===== config.mk =====
export PLATFORM = sky130hd
export DESIGN_NAME = wb_writeback_unit
export DESIGN_NICKNAME = d
export VERILOG_FILES = /design/src/rtl/wb_writeback_unit.sv
export SDC_FILE = /design/constraint.sdc
export NUM_CORES = 1
export LEC_CHECK = 0
export CAP_MARGIN = 20
export CELL_PAD_IN_SITES_DETAIL_PLACEMENT = 0
export CELL_PAD_IN_SITES_GLOBAL_PLACEMENT = 2
export CORE_MARGIN = 2
export CORE_UTILIZATION = 29
export DETAILED_ROUTE_END_ITERATION = 10
export GPL_TIMING_DRIVEN = 0
export HOLD_SLACK_MARGIN = 0.06
export PLACE_DENSITY = 0.91
export SYNTH_ARGS = -nofsm -noshare
export SYNTH_HDL_FRONTEND = slang
export SYNTH_SLANG_ARGS = --single-unit

===== constraint.sdc =====
create_clock -name clk -period 2.75 [get_ports clk]
set_input_delay 0.55 -clock clk [delete_from_list [all_inputs] [get_ports clk]]
set_output_delay 0.55 -clock clk [all_outputs]
set_load 0.02 [all_outputs]

===== src/rtl/wb_writeback_unit.sv =====
// -----------------------------------------------------------------------------
// wb_writeback_unit
//   Writeback stage of the 5-stage 16-bit pipeline. Holds the MEM/WB pipeline
//   register, waits for variable-latency load data, selects the register-file
//   write value and drives the write port read by decode. It also tracks halt
//   and counts retired instructions.
//
//   Ports
//     clk, rst        clock and asynchronous active-high reset
//     valid_MEM       MEM stage holds a real instruction (0 = bubble)
//     writeReg_MEM    instruction writes a register
//     dstReg_MEM      destination register
//     memRead_MEM     instruction is a load
//     isPCS_MEM       instruction writes PC_plus4_MEM
//     aluResult_MEM   ALU/LLB/LHB result
//     PC_plus4_MEM    return address for PCS
//     halt_MEM        instruction is HLT
//     flush_WB        discard incoming and pending instruction
//     memData         load data from data memory
//     memDataValid    memData valid this cycle
//     stall_WB        upstream must hold MEM (combinational)
//     writeReg_WB     register-file write enable (registered)
//     dstReg_WB       register-file write address (registered)
//     regDataToWrite  register-file write data (registered)
//     halt_WB         sticky: HLT has retired
//     retired         saturating retired-instruction count
// -----------------------------------------------------------------------------
module wb_writeback_unit #(
  parameter int DATA_W   = 16,
  parameter int REG_AW   = 4,
  parameter int RETIRE_W = 16
) (
  input  logic                clk,
  input  logic                rst,
  input  logic                valid_MEM,
  input  logic                writeReg_MEM,
  input  logic [REG_AW-1:0]   dstReg_MEM,
  input  logic                memRead_MEM,
  input  logic                isPCS_MEM,
  input  logic [DATA_W-1:0]   aluResult_MEM,
  input  logic [DATA_W-1:0]   PC_plus4_MEM,
  input  logic                halt_MEM,
  input  logic                flush_WB,
  input  logic [DATA_W-1:0]   memData,
  input  logic                memDataValid,
  output logic                stall_WB,
  output logic                writeReg_WB,
  output logic [REG_AW-1:0]   dstReg_WB,
  output logic [DATA_W-1:0]   regDataToWrite,
  output logic                halt_WB,
  output logic [RETIRE_W-1:0] retired
);

  typedef enum logic [1:0] {IDLE, WAIT_LOAD, HALTED} state_t;

  // One instruction ready to be presented on the write port.
  typedef struct packed {
    logic              we;
    logic [REG_AW-1:0] dst;
    logic [DATA_W-1:0] data;
    logic              halt;
  } wbEntry_t;

  state_t            state;
  logic              pendWe;     // pending load's write enable
  logic [REG_AW-1:0] pendDst;    // pending load's destination
  wbEntry_t          held;       // instruction captured on a load-return edge
  logic              heldValid;

  wbEntry_t incoming;
  wbEntry_t pres;
  logic     presValid;
  logic     capture;
  logic     loadDone;
  logic     flushActive;
  logic     holdIncoming;

  assign stall_WB    = (state == WAIT_LOAD) & ~memDataValid;
  assign capture     = valid_MEM & ~stall_WB & ~flush_WB & (state != HALTED);
  assign loadDone    = (state == WAIT_LOAD) & memDataValid;
  // A halted core ignores flush; only rst leaves HALTED.
  assign flushActive = flush_WB & (state != HALTED);

  // When a load returns on the same edge a new instruction is captured, the
  // load owns the write port next cycle, so the newcomer waits one cycle in
  // 'held'. Every later capture in an unbroken stream shifts through 'held'.
  assign holdIncoming = capture & ~memRead_MEM & (loadDone | heldValid);

  always_comb begin
    // NOTE: every signal driven here gets a default first so no path leaves it
    // unassigned, which would otherwise infer a latch.
    incoming.we   = writeReg_MEM & (dstReg_MEM != '0);  // R0 is never written
    incoming.dst  = dstReg_MEM;
    incoming.data = isPCS_MEM ? PC_plus4_MEM : aluResult_MEM;
    incoming.halt = halt_MEM;

    presValid = 1'b0;
    pres      = '0;
    if (!flushActive) begin
      if (loadDone) begin
        presValid = 1'b1;
        pres      = '{we: pendWe, dst: pendDst, data: memData, halt: 1'b0};
      end else if (heldValid) begin
        presValid = 1'b1;
        pres      = held;
      end else if (capture && !memRead_MEM) begin
        presValid = 1'b1;
        pres      = incoming;
      end
    end
  end

  // NOTE: state is updated with non-blocking assignments so every register
  // samples pre-edge values regardless of statement order.
  always_ff @(posedge clk or posedge rst) begin
    if (rst) begin
      state          <= IDLE;
      pendWe         <= 1'b0;
      pendDst        <= '0;
      held           <= '0;
      heldValid      <= 1'b0;
      writeReg_WB    <= 1'b0;
      dstReg_WB      <= '0;
      regDataToWrite <= '0;
      halt_WB        <= 1'b0;
      retired        <= '0;
    end else begin
      writeReg_WB <= presValid & pres.we;
      if (presValid) begin
        dstReg_WB      <= pres.dst;
        regDataToWrite <= pres.data;
        if (retired != '1) retired <= retired + 1'b1;
        if (pres.halt) halt_WB <= 1'b1;
      end

      heldValid <= holdIncoming;
      if (holdIncoming) held <= incoming;

      if (capture && memRead_MEM) begin
        pendWe  <= incoming.we;
        pendDst <= incoming.dst;
      end

      if (flushActive)                  state <= IDLE;
      else if (capture && halt_MEM)     state <= HALTED;
      else if (capture && memRead_MEM)  state <= WAIT_LOAD;
      else if (loadDone)                state <= IDLE;
    end
  end

endmodule


# Word-level counts from Yosys, hierarchy flattened
# Index checks and enable logic that the tools add are counted.
[op_classes]
n_addsub = 1
muxes = 13
bitwise_logic = 15
reduce_logical = 8
eq_ne = 3
[ops]
columns = ["cell", "count"]
rows = [
  ["2-to-1 mux 22 bit", 4],
  ["adder 16 x 1 -> 16 bit, second input constant", 1],
  ["2-to-1 mux 16 bit", 1],
  ["!= test 16 bit, second input constant", 1],
  ["AND 1 bit", 10],
  ["2-to-1 mux 2 bit", 4],
  ["nonzero test 4 bit", 2],
  ["2-to-1 mux 1 bit", 4],
  ["NOT 1 bit", 4],
  ["AND reduction 2 bit", 2],
  ["logical AND 1 bit", 3],
  ["== test 2 x 1 -> 1 bit, second input constant", 1],
  ["!= test 2 bit, second input constant", 1],
  ["zero test 1 bit", 1],
  ["bitwise OR 1 bit", 1],
]
[totals]
elab_cells = 53
regBits = 68
output_inout_bits = 39
input_bits = 61

# Depth between registers and ports, before layout
[depth]
depth_word = 12
ltp_mapped = 7
ltp_nobuf = 5

# Least setup slack after synthesis
# OpenSTA, ideal clock, no wires.
[synth_timing]
kind = "input to register"
from = "input port memDataValid"
to = "register held[0] in the netlist's numbering"
setup_time_ps = 128
arrival_ps = 2001
path_stages = 6
n_path_buf = 2
slack_ps = 621
t_required_ps = 2622
path_cell_list = "nor3b_1 > or4_1 > buf_2 > nor2_2 > buf_4 > mux2_1"
[synth_via]
elab_chain_cells = 8
word_cells_on_any_way = 10
classes_between = "bitwise (10)"
[synth_lines]
columns = ["element", "line_no", "text"]
rows = [
  ["start: declaration", "45", "input logic memDataValid,"],
  ["NOT 1 bit", "78", "assign stall_WB = (state == WAIT_LOAD) & ~memDataValid;"],
  ["AND 1 bit", "78", ""],
  ["NOT 1 bit", "79", "assign capture = valid_MEM & ~stall_WB & ~flush_WB & (state != HALTED);"],
  ["AND 1 bit (3 in series)", "79", ""],
  ["AND 1 bit", "87", "assign holdIncoming = capture & ~memRead_MEM & (loadDone | heldValid);"],
  ["AND 1 bit (*)", "87", ""],
  ["end signal: assignment", "137", "if (holdIncoming) held <= incoming;"],
  ["end: declaration", "67", "wbEntry_t held;"],
]
# Every way passes the cells marked *; elsewhere a longest branch is shown, timed or not.
# A chain may end at the register's enable or synchronous reset.

# Worst setup path after layout
[layout_timing]
from = "input port memDataValid"
to = "output port stall_WB"
[layout_via]
elab_chain_cells = 2
[layout_lines]
columns = ["element", "line_no", "text"]
rows = [
  ["NOT 1 bit", "78", ""],
  ["AND 1 bit", "78", ""],
  ["end: declaration", "46", "output logic stall_WB,"],
]
# No other way between the ends.

==> metrics.md <==
| Metric | Value |
|---|---|
| Synth Flop Type | dfrtp_1 |
| Leakage power | 2.01 nW |
| Cells after Synth | 347 |
| Peak Freq | 395 MHz |
| Gr ovfl total | 0 |
| Tot GR Track Use | 0.155 |
| Peak VDD IR | 0.271 mV |
| Area added between synthesis and finish | 43.6% |
| Hold path endpoint | halt_WB |
| Clk_skew | 5.79 ps |
| CTS tree | yes |
| Synth area leader | dfrtp_1 |
| CP required | 2200 ps |
| Full die area | 12700 µm² |
| Worst-path fanout max | 4 |
| # Max-Cap Violations | 0 |
| R2R Setup Slk | 560 ps |
| Area share of the largest cell type after synthesis | 0.495 |
| Seq pwr share | 0.394 |
| Final min period | 2530 ps |
| Total number of vias | 3053 |
| Gpl congestion | 0.779 |
| Cts hold-fix bufs | 0 |
| Std cell rows | 39 |
| Hold Path Depth | 1 |
| Net Sw Frac | 0.272 |
| Total net switching power | 0.906 mW |
| Crit path max-delay cell type | clkdlybuf4s50_1 |
| WP data arrival | 1980 ps |
| Yosys cell types | 40 |
| Asr flop ratio synth | 1.00 |
| H-tree depth | 3 |
| Core Area | 11500 µm² |
| Final setup violation count | 0 |
| Critical path's largest stage delay | 670 ps |
| Routed WL | 9.58 mm |
| Worst setup EP type | primary output |
| Antenna-violating nets left | 0 |
| Die W | 113 µm |
| Mean post-synth cell area | 9.90 µm² |
| RSZ-0062 raised after global routing | no |
| Crit share post-route | 0.920 |
| CTS clk-pin slew, worst paths | 50 ps |
| Fin cells | 604 |
| # IOs | 100 |
| Dpl hpwl | 7.09 mm |
| Post-synthesis sequential area ratio | 0.495 |
| Worst-Margin Slew | 849 ps |
| Power Internal | 2.42 mW |
| First-pass GRT wire length | 15.6 mm |
| Setup bufs post-CTS | 0 |
| Crit path cell chain | clkdlybuf4s50_1 > nor3b_1 > clkdlybuf4s50_1 |
| DRC viols | 0 |
| Crit-path most repeated cell | clkdlybuf4s50_1 |
| Slew HR | 0.434 |
| Iteration-0 DRC Markers | 193 |
| Comb pwr share | 0.221 |
| Worst skew pair latency | 320 ps |
| Pin count of the biggest net entering global routing | 69 |
| Vias per cell | 5.05 |
| Max Buffers Root-to-Sink | 2 |
| Drt pass-1 iters | 5 |
| Syn Nets | 409 |
| Initial Util | 0.300 |
| CTS-repair resized insts | 0 |
| # port buffers | 98 |
| WL per Instance | 15.9 µm |
| EDFF count, synth | 0 |
| CTS Sinks | 68 |
| R2R Path Start | state[1] |
| P per Cell Area | 674 nW/µm² |
| Hold wc startpoint | halt_WB |
| Share of layout cells above drive strength 1 | 0.106 |
| Area contributors post-synth | dfrtp_1 (50%), o31ai_2 (5.8%), a21oi_1 (5.5%) |
| Vias in the first global route | 2993 |
| Final hold violation count | 0 |
| WS Path Type | input port to primary output |
| Worst reg2reg endpoint | retired[10] |
| Clock share of power | 0.385 |
| Number of synthesized register bits | 68 |
| # nets final | 518 |
| Max Slew Vio Count | 0 |
| Cells after DPL | 588 |
| Run status | completed |
| Synthesized area | 3440 µm² |
| R2R depth | 6 |
| Initial antenna violation count | 0 |
| Clock root buffer | clkbuf_16 |
| Antenna diode count | 0 |
| Hold/Removal Path Class | flop to flop |
| Startpoint types | input port |
| Setup TNS | 0 ps |
| CTS Buf Count | 9 |
| Die height | 113 µm |
| Yosys warning total | 0 |
cell families (layout without fill, tap and decap cells):
| family | count (synthesis) | count (layout) | synth area share |
|---|---|---|---|
| adders and majority gates | 1 | 1 | 0.00364 |
| xor gates and xnor gates | 13 | 13 | 0.0331 |
| and+or+nand+nor | 98 | 98 | 0.137 |
| muxes | 27 | 27 | 0.0823 |
| DFF | 68 | 68 | 0.495 |
| buffers and inverters | 31 | 145 | 0.0430 |
| AOI/OAI and AO/OA | 109 | 109 | 0.205 |
worst max-delay path by stage:
stage | from | end | slack (ps)
after global placement | rst | regDataToWrite[0] | -800
after detailed placement | flush_WB | retired[10] | 30
after CTS | memDataValid | stall_WB | 220
after global routing | flush_WB | retired[5] | 150
after floorplan | rst | dstReg_WB[0] | 490
final | memDataValid | stall_WB | 220
flip-flops by register name, indices dropped and copies added, names as in the netlist:
signal          count
dstReg_WB           4
state               2
pendDst             4
halt_WB             1
regDataToWrite     16
pendWe              1
writeReg_WB         1
heldValid           1
held               22
retired            16
area by class of cell:
class                      count  area, µm²
clock buffer                  12        267
buffer                        27        133
sequential                    68       1700
timing repair buffer          98        981
clock inverter                 4       70.1
tap                          143        179
fill                        1075       6530
multi-input combinational    248       1590
inverter                       4       17.5
power by group through the flow:
stage / registers, mW / clock network [mW] / logic, mW
after CTS: 1.31 / 1.31 / 0.743
final: 1.31 / 1.28 / 0.734
after floorplan: 1.40 / 0 / 0.305
after global placement: 1.32 / 0 / 0.727
after detailed placement: 1.33 / 0 / 0.741
after global routing: 1.34 / 1.36 / 0.801
per-layer routing:
layer | track usage | share of wire | vias up | routed length [µm]
met5 | 0 | 0 | - | 0
met4 | 0.0504 | 0.017 | 0 | 166
met3 | 0.0354 | 0.051 | 10 | 485
met2 | 0.248 | 0.48 | 92 | 4590
met1 | 0.209 | 0.45 | 1481 | 4330
li1 | - | - | 1470 | -
cell usage after synthesis, types with 4 or more instances:
cell type,n
a211oi_1,4
a21oi_1,38
buf_2,7
clkbuf_1,15
dfrtp_1,68
inv_1,4
mux2_1,6
mux2_2,4
mux2i_1,17
nand2_1,30
nand3_1,15
nand4_1,4
nor2_1,23
nor3_1,6
nor3b_1,5
o21ai_0,6
o21ai_1,37
o31ai_2,16
xnor2_1,13
layout by cell type (no fill, tap or decap), drive strengths merged, types with 2 or more instances in the layout:
master         netlist  layout
nand2b               3       3
o21ai               43      43
nand2               30      30
mux2                10      10
nand3               15      15
nor3b                5       5
and3                 3       3
a21oi               38      38
mux2i               17      17
bufinv               0       2
xnor2               13      13
a211oi               4       4
clkinv               0       2
o31ai               17      17
buf                 12      12
nor2                24      24
clkdlybuf4s50        0      98
nor3                 6       6
a41oi                2       2
dfrtp               68      68
nor2b                2       2
inv                  4       4
clkbuf              15      27
nand4                4       4
through the flow:
step | hold WS (ps) | worst slack [ps] | total power, mW | util | cell area, µm²
finish | 464 | 221 | 3.32 | 0.430 | 4930
global route | 504 | 153 | 3.50 | 0.430 | 4930
CTS | 470 | 218 | 3.37 | 0.430 | 4930
detailed placement | 448 | 25.1 | 2.07 | 0.401 | 4600
global placement | 456 | -805 | 2.05 | 0.401 | 4600
floorplan | 445 | 488 | 1.71 | - | 3440
critical path, delay by kind of cell:
kind          cells  cell delay, ps
simple gates      1             300
buf+inv           2            1130
Note: power is estimated with default switching activity, not from simulation.
